### src/rtl/baud_gen_frac.sv
// Fractional baud-tick generator: OVERSAMPLE-rate tick plus bit and mid-bit ticks,
// with a runtime-loadable integer+fraction divisor applied only at period boundaries.
module baud_gen_frac #(
    parameter int unsigned CLK_FREQ   = 50000000,
    parameter int unsigned BAUD_RATE  = 115200,
    parameter int unsigned OVERSAMPLE = 16,
    parameter int unsigned DIV_W      = 16,
    parameter int unsigned FRAC_W     = 4
) (
    input  logic              clk_i,
    input  logic              rst_i,
    input  logic              en_i,
    input  logic [DIV_W-1:0]  div_int_i,
    input  logic [FRAC_W-1:0] div_frac_i,
    input  logic              div_load_i,
    input  logic              resync_i,
    output logic              os_tick_o,
    output logic              bit_tick_o,
    output logic              mid_tick_o,
    output logic              busy_div_o
);

    localparam int unsigned CNT_W = DIV_W + 1;
    localparam int unsigned PH_W  = $clog2(OVERSAMPLE);

    // Reset divisor: whole clocks per os_tick plus the rounded fraction.
    localparam longint unsigned TICK_HZ = 64'(BAUD_RATE) * 64'(OVERSAMPLE);
    localparam longint unsigned REM0    = 64'(CLK_FREQ) % TICK_HZ;
    localparam longint unsigned FRAC0_R = ((REM0 << FRAC_W) + TICK_HZ / 64'd2) / TICK_HZ;
    localparam logic [DIV_W-1:0]  DIV0  = DIV_W'(64'(CLK_FREQ) / TICK_HZ);
    localparam logic [FRAC_W-1:0] FRAC0 = FRAC_W'(FRAC0_R);

    localparam logic [PH_W-1:0] PH_LAST = PH_W'(OVERSAMPLE - 1);
    localparam logic [PH_W-1:0] PH_MID  = PH_W'(OVERSAMPLE / 2 - 1);

    logic [CNT_W-1:0]  cnt_q, cnt_d;
    logic [PH_W-1:0]   phase_q, phase_d;
    logic [FRAC_W-1:0] acc_q, acc_d;
    logic [DIV_W-1:0]  int_act_q, int_act_d, int_sh_q, int_sh_d;
    logic [FRAC_W-1:0] frac_act_q, frac_act_d, frac_sh_q, frac_sh_d;
    logic              busy_q, busy_d;
    logic              os_q, os_d, bit_q, bit_d, mid_q, mid_d;

    logic [FRAC_W:0]   acc_sum;
    logic [CNT_W-1:0]  period;
    logic              wrap;
    logic              boundary;

    // Period length is fixed for the whole count: acc and the active divisor only move at boundaries.
    assign acc_sum  = {1'b0, acc_q} + {1'b0, frac_act_q};
    assign period   = ((int_act_q == '0) ? CNT_W'(1) : {1'b0, int_act_q}) + CNT_W'(acc_sum[FRAC_W]);
    assign wrap     = (cnt_q == period - CNT_W'(1));
    assign boundary = !en_i || resync_i || wrap;

    always_comb begin
        cnt_d      = cnt_q;
        phase_d    = phase_q;
        acc_d      = acc_q;
        int_act_d  = int_act_q;
        frac_act_d = frac_act_q;
        int_sh_d   = int_sh_q;
        frac_sh_d  = frac_sh_q;
        busy_d     = busy_q;
        os_d       = 1'b0;
        bit_d      = 1'b0;
        mid_d      = 1'b0;

        if (!en_i || resync_i) begin
            cnt_d   = '0;
            phase_d = '0;
            acc_d   = '0;
        end else if (wrap) begin
            cnt_d   = '0;
            acc_d   = acc_sum[FRAC_W-1:0];
            phase_d = (phase_q == PH_LAST) ? '0 : phase_q + PH_W'(1);
            os_d    = 1'b1;
            bit_d   = (phase_q == PH_LAST);
            mid_d   = (phase_q == PH_MID);
        end else begin
            cnt_d = cnt_q + CNT_W'(1);
        end

        // A load landing on a boundary goes straight to the active divisor.
        if (div_load_i) begin
            int_sh_d  = div_int_i;
            frac_sh_d = div_frac_i;
            if (boundary) begin
                int_act_d  = div_int_i;
                frac_act_d = div_frac_i;
                busy_d     = 1'b0;
            end else begin
                busy_d = 1'b1;
            end
        end else if (busy_q && boundary) begin
            int_act_d  = int_sh_q;
            frac_act_d = frac_sh_q;
            busy_d     = 1'b0;
        end
    end

    always_ff @(posedge clk_i or posedge rst_i) begin
        if (rst_i) begin
            cnt_q      <= '0;
            phase_q    <= '0;
            acc_q      <= '0;
            int_act_q  <= DIV0;
            frac_act_q <= FRAC0;
            int_sh_q   <= DIV0;
            frac_sh_q  <= FRAC0;
            busy_q     <= 1'b0;
            os_q       <= 1'b0;
            bit_q      <= 1'b0;
            mid_q      <= 1'b0;
        end else begin
            cnt_q      <= cnt_d;
            phase_q    <= phase_d;
            acc_q      <= acc_d;
            int_act_q  <= int_act_d;
            frac_act_q <= frac_act_d;
            int_sh_q   <= int_sh_d;
            frac_sh_q  <= frac_sh_d;
            busy_q     <= busy_d;
            os_q       <= os_d;
            bit_q      <= bit_d;
            mid_q      <= mid_d;
        end
    end

    assign os_tick_o  = os_q;
    assign bit_tick_o = bit_q;
    assign mid_tick_o = mid_q;
    assign busy_div_o = busy_q;

endmodule

### config.mk
export PLATFORM = sky130hd
export DESIGN_NAME = baud_gen_frac
export DESIGN_NICKNAME = d
export VERILOG_FILES = /design/src/rtl/baud_gen_frac.sv
export SDC_FILE = /design/constraint.sdc
export NUM_CORES = 1
export LEC_CHECK = 0
export CAP_MARGIN = 25
export CORE_MARGIN = 2
export CORE_UTILIZATION = 62
export DETAILED_ROUTE_END_ITERATION = 10
export GPL_TIMING_DRIVEN = 0
export PLACE_DENSITY = 0.94
export SLEW_MARGIN = 0
export SYNTH_ARGS = -nofsm -noshare
export SYNTH_HDL_FRONTEND = slang
export SYNTH_SLANG_ARGS = --single-unit
### constraint.sdc
create_clock -name clk_i -period 7.9 [get_ports clk_i]
set_input_delay 1.58 -clock clk_i [delete_from_list [all_inputs] [get_ports clk_i]]
set_output_delay 1.58 -clock clk_i [all_outputs]
set_load 0.02 [all_outputs]
==> impl_metrics.csv <==
group,metric,value,unit
sta,max_slew_margin,43.7,%
floorplanning,dieArea,6350,µm²
layout,drive_above_1_share,24.9,%
setup_path,worstPathArrival,4.61,ns
floorplanning,placementRows,27,
run,drv_cap,0,
sta,skew,0.0125,ns
detailed_routing,routed-via-count,2407,
yosys,netlist_area,3550,µm²
detailed_routing,routedWlPerCell,17.1,µm
yosys,synthFlopType,"dfrtp_1",
yosys,synth_top_area_share,41.6,%
grt,antenna_found_initial,0,
floorplanning,die_w,79.7,µm
sta,whs,0.494,ns
grt,grtUsageTotal,25.6,%
grt,grt_start_max_net_pins,41,
yosys,syn_inst,305,
sta,report.final.slew_viol_count,0,
place,post-dp-hpwl,4.98,mm
layout,final_cell_mix,"dfrtp_1, mux2_2, nor2_1, clkdlybuf4s50_1, xnor2_1",
setup_path,r2r_slack,3.53,ns
yosys,syn-num-nets,339,
sta,final.min_clock_period,4.37,ns
setup_path,critical_path_class,"register to register",
layout,n_antenna_cell,0,
detailed_routing,routed_wl,7.20,mm
floorplanning,start_util,64.5,%
clock_network,cts.path.max_buffers,2,
place,gp_congestion,0.844,
yosys,synth_edf_count,0,
yosys,synthDistinctLibCells,51,
sta,post-route-period-util,55.4,%
floorplanning,ios,29,
setup_path,worst_ep_required_time,8.14,ns
power_and_ir_drop,leakage,1.76,nW
grt,grt_pass1_wl,12.2,mm
clock_network,cts.sinks,69,
clock_network,clkSlewWorstSetupHoldPaths,0.07,ns
detailed_routing,dr.first_iter.drc_count,165,
sta,clock.fmax,229,MHz
sta,rsz0062_at_grt,"false",
layout,nFillCells,345,
status,status,"completed",
grt,first_global_vias,2575,
setup_path,path_max_fanout,10,
clock_network,cts_resized,0,
layout,regArea,1740,µm²
setup_path,cp-start-kind,"register",
grt,grt-ovfl-total,0,
layout,multi_input_area,1680,µm²
yosys,synthTopCellsByArea,"dfrtp_1, mux2_2, dfstp_2",
worst_hold_path,hp-class,"register to register",
place,dp.cells,406,
place,io_buffers,28,
yosys,synth-seq-area-share,49.0,%
clock_network,postCtsHoldBufs,0,
clock_network,cts_buffers,9,
sta,hold_viol_final,0,
layout,finalNonFillerCells,422,
yosys,syn_area_per_cell,11.6,µm²
yosys,yosysWarnings,0,
detailed_routing,remaining_drc_errors,0,
sta,setup-tns-final,0,ns
clock_network,cts_htree_levels,3,
detailed_routing,vias_per_cell,5.70,
detailed_routing,first_pass_iters,4,
sta,tightestPinTransition,0.838,ns
clock_network,clkLatencyLatePin,0.36,ns
setup_path,end_kind,"register",
clock_network,cts_setup_buffers,0,
power_and_ir_drop,p_per_area,213,nW/µm²
yosys,synth_top_area_cell,"dfrtp_1",
layout,utilization,75.6,%
layout,nets,379,
clock_network,root_buffer,"clkbuf_8",
yosys,async_flop_share,100,%
floorplanning,design.core.area,5510,µm²
layout,syn_to_final_growth,17.3,%
sta,finalSetupViolations,0,
floorplanning,dieHeight,79.7,µm
layout,mostFrequentLayoutCell,"dfrtp_1",
power_and_ir_drop,irDropWorstVdd,0.178,mV
detailed_routing,ant_nets,0,
yosys,ys_ff_latch,69,
clock_network,cts_tree,"done",
synth_stat cells (all sizes together) (8+ instances only):
master,n
inv,9
xnor2,21
ha,8
nand3,10
dfrtp,59
nand2,16
buf,8
a21oi,8
xor2,20
nor2,28
mux2,40
dfstp,10
state kept, by name, indices dropped and copies added, names as in the netlist:
name and flops:
cnt_q 17, acc_q 4, int_sh_q 16, mid_tick_o 1, frac_act_q 4, os_tick_o 1, frac_sh_q 4, int_act_q 16
phase_q 4, busy_div_o 1, bit_tick_o 1
through the flow:
stage | instance area [µm²] | setup WS (ns) | power, mW
after floorplan | 3550 | 4.04 | 0.528
after global placement | 3920 | 3.56 | 0.560
after detailed placement | 3940 | 3.55 | 0.572
after CTS | 4170 | 3.51 | 0.893
after global routing | 4170 | 3.23 | 0.928
final | 4170 | 3.53 | 0.889
final cells by class:
cell class | instances | area share [%]
sequential | 69 | 41.8
multi-input combinational | 214 | 40.3
timing repair buffer | 29 | 7.21
clock buffer | 9 | 2.97
clock inverter | 7 | 2.37
buffer | 13 | 2.37
tap | 72 | 2.16
inverter | 9 | 0.811
per-layer routing:
layer / track usage [%] / up-vias / wire, µm
met5: 0 / - / 0
met4: 9.14 / 0 / 116
met3: 8.26 / 11 / 298
met2: 44.6 / 42 / 3790
met1: 29.3 / 1208 / 3000
li1: - / 1146 / -
worst max-delay path, stage by stage (launching register included):
cell and delay [ns]:
dfrtp_1 0.38, ha_1 0.22, inv_1 0.07, fa_1 0.21, inv_1 0.06, a21o_1 0.15
a21oi_1 0.16, ha_1 0.22, ha_1 0.24, nor3b_1 0.50, nand3_1 0.17, xnor2_1 0.18
or4_4 0.43, or4_4 0.52, a21oi_2 0.21, buf_6 0.18, mux2_2 0.34
path summary, 6_finish.rpt:
| check | start | endpoint | depth (start not counted) |
|---|---|---|---|
| max reg2reg | acc_q[0]$_DFFE_PP0P_ | int_act_q[11]$_DFFE_PP0P_ | 16 |
| min | int_sh_q[12]$_DFFE_PP0P_ | int_sh_q[12]$_DFFE_PP0P_ | 1 |
| min reg2reg | int_sh_q[12]$_DFFE_PP0P_ | int_sh_q[12]$_DFFE_PP0P_ | 1 |
| max in group asynchronous | rst_i | int_act_q[4]$_DFFE_PP1P_ | 3 |
| max | acc_q[0]$_DFFE_PP0P_ | int_act_q[11]$_DFFE_PP0P_ | 16 |
| min in group asynchronous | rst_i | int_sh_q[8]$_DFFE_PP0P_ | 2 |
power by group:
group          internal (mW)  switching (mW)
logic                 0.0801          0.0729
registers              0.389          0.0275
clock network          0.179           0.140
total                  0.648           0.241
logic make-up after synthesis:
family / share of synthesized area, %
AOI/OAI and AO/OA: 4.61
xor gates and xnor gates: 10.1
adders and majority gates: 3.38
buffers and inverters: 3.73
DFF: 49.0
muxes: 14.1
and+or+nand+nor: 15.1
Power figures use the tool's default switching activity.
==> RTL edit: new RTL, same flow settings <==
Set the parameter `FRAC_W` to 5 (it was 4).
--- a/src/rtl/baud_gen_frac.sv
+++ b/src/rtl/baud_gen_frac.sv
@@ -5,7 +5,7 @@
     parameter int unsigned BAUD_RATE  = 115200,
     parameter int unsigned OVERSAMPLE = 16,
     parameter int unsigned DIV_W      = 16,
-    parameter int unsigned FRAC_W     = 4
+    parameter int unsigned FRAC_W     = 5
 ) (
     input  logic              clk_i,
     input  logic              rst_i,
Interface: changed (resized div_frac_i); port bits go from 29 to 30. No check against the original RTL was run, so the function may have changed too.
==> RTL edit against the unedited design <==
- area after synthesis up 10%
- via count is 12% higher
- count of clock-buffer cells in the layout rose by 4
- clock skew is 7.8 ps lower
- power up 4.1%
- utilization fell by 0.89 points
- final cell count is 7.8% higher
- maximum frequency grew 0.96%
- design area increased by 8.1%
- routed wire length rose by 13%
- sequential cell count is 3 higher
- worst setup slack better by 41 ps
==> RTL edit: results (changes against the unedited design) <==
| Metric | Value |
|---|---|
| Nets | `411 (was 379)` |
| Combinational power | `0.191 mW (was 0.153 mW)` |
| Post-synthesis sequential area ratio | `0.463 (was 0.490)` |
| Synth area leaders | `dfrtp_1 40%, mux2_4 7.7%, dfstp_2 6.7% (was dfrtp_1 42%, mux2_2 13%, dfstp_2 7.4%)` |
| WL/cell | `17.8 um (was 17.1 um)` |
| Family with the most delay on the worst path | `simple AND/OR/NAND/NOR gates (unchanged)` |
| First-pass GRT wire length | `14,100 um (was 12,200 um)` |
| GR Layer Usage met2 | `0.431 (was 0.446)` |
| CTS buffer count | `9 (unchanged)` |
| DR WL met3 | `427 um (was 298 um)` |
| CP max stage delay | `400 ps (was 520 ps)` |
| Initial antenna violation count | `0 (unchanged)` |
| Met2 wire length | `4180 um (was 3790 um)` |
| Sequential power share | `0.473 (was 0.469)` |
| HPWL Detailed | `5500 um (was 4980 um)` |
| Global-route met3 utilization | `0.0831 (was 0.0826)` |
| Insertion delay to the later sink of the worst-skew pair | `350 ps` |
| Internal | `0.672 mW (was 0.648 mW)` |
| Post-Synthesis Net Count | `371 (was 339)` |
| Via count | `2,698 (was 2,407)` |
| Vias in the first global route | `3,014 (was 2,575)` |
| Worst EP arrival | `4570 ps (was 4610 ps)` |
| Starting DRC count in detailed routing | `170 (was 165)` |
| IO buf count | `29 (was 28)` |
| Pre-CTS WS | `3640 ps (was 3550 ps)` |
| Leakage Power | `1.98 nW (was 1.76 nW)` |
| Via density | `5.93 (was 5.70)` |
| Power Total | `0.925 mW (was 0.889 mW)` |
| Met1 wire length | `3240 um (was 3000 um)` |
| Synthesized instance count | `335 (was 305)` |
| Crit-path slowest cell | `dfrtp_1 (was or4_4)` |
| Synth cell types | `54 (was 51)` |
| Placed cell count | `439 (was 406)` |
| Largest net degree at the start of global routing | `73 (was 41)` |
| Rel. slew slack | `0.429 (was 0.437)` |
| Commonest cells in the netlist | `62 x dfrtp_1, 35 x nor2_1, 22 x mux2_2 (was 59 x dfrtp_1, 40 x mux2_2, 28 x nor2_1)` |
| Gr usage total | `0.255 (was 0.256)` |
| Routability cong. | `0.921 (was 0.844)` |
| Antenna Cells | `0 (unchanged)` |
| Peak VDD IR | `0.152 mV (was 0.178 mV)` |
| Status | `finished clean (unchanged)` |
| Max-cap viol count | `0 (unchanged)` |
| M1 GR Usage | `0.292 (was 0.293)` |
| Worst Skew | `4.78 ps (was 12.5 ps)` |
| Share of layout cells above drive strength 1 | `0.226 (was 0.249)` |
| Drt first pass iters | `4 (unchanged)` |
[RTL edit: cell types whose count changed in the layout (fill, tap and decap cells not counted), moves of 4 or more]
| cell | unedited run | this run |
|---|---|---|
| nand2b_1 | 0 | 8 |
| o21ai_0 | 1 | 7 |
| mux2_2 | 40 | 22 |
| mux2_4 | 0 | 20 |
| nand3_1 | 10 | 6 |
| nor2_1 | 28 | 35 |
[RTL edit: area by class of cell]
class	count	area [um2]
Multi-Input combinational cell	238	1950
Sequential cell	72	1810
Fill cell	369	1520
Timing Repair Buffer	29	290
Clock buffer	13	159
Buffer	16	120
Tap cell	75	93.8
Clock inverter	3	40.0
Inverter	9	36.3
[RTL edit: metrics by stage]
| step | area (um2) | util |
|---|---|---|
| 2_1_floorplan | 3920 | - |
| 3_5_place_dp | 4310 | 0.714 |
| 3_3_place_gp | 4300 | 0.714 |
| 5_1_grt | 4500 | 0.748 |
| 6_report | 4500 | 0.748 |
| 4_1_cts | 4500 | 0.748 |
[RTL edit: cell families (layout without fill, tap and decap cells)]
kind of cell | Yosys count | after routing | synth area share
AND/OR/NAND/NOR | 109 | 109 | 0.159
flip-flops | 72 | 72 | 0.463
multiplexers | 48 | 48 | 0.155
XOR/XNOR | 39 | 39 | 0.0907
AO/OA/AOI/OAI | 32 | 32 | 0.0588
buffers and inverters | 25 | 70 | 0.0393
adder cells (fa/ha/maj) | 10 | 10 | 0.0338
[RTL edit: worst paths after layout]
path	from	end	slack (ps)	cells after the start
setup reg to reg	acc_q[1]	frac_act_q[3]	3570	17
setup / recovery	acc_q[1]	frac_act_q[3]	3570	17
min in group asynchronous	rst_i	int_sh_q[7]	1780	2
max in group asynchronous	rst_i	mid_tick_o	5570	2
hold reg to reg	frac_sh_q[1]	frac_sh_q[1]	500	1
hold / removal	frac_sh_q[1]	frac_sh_q[1]	500	1
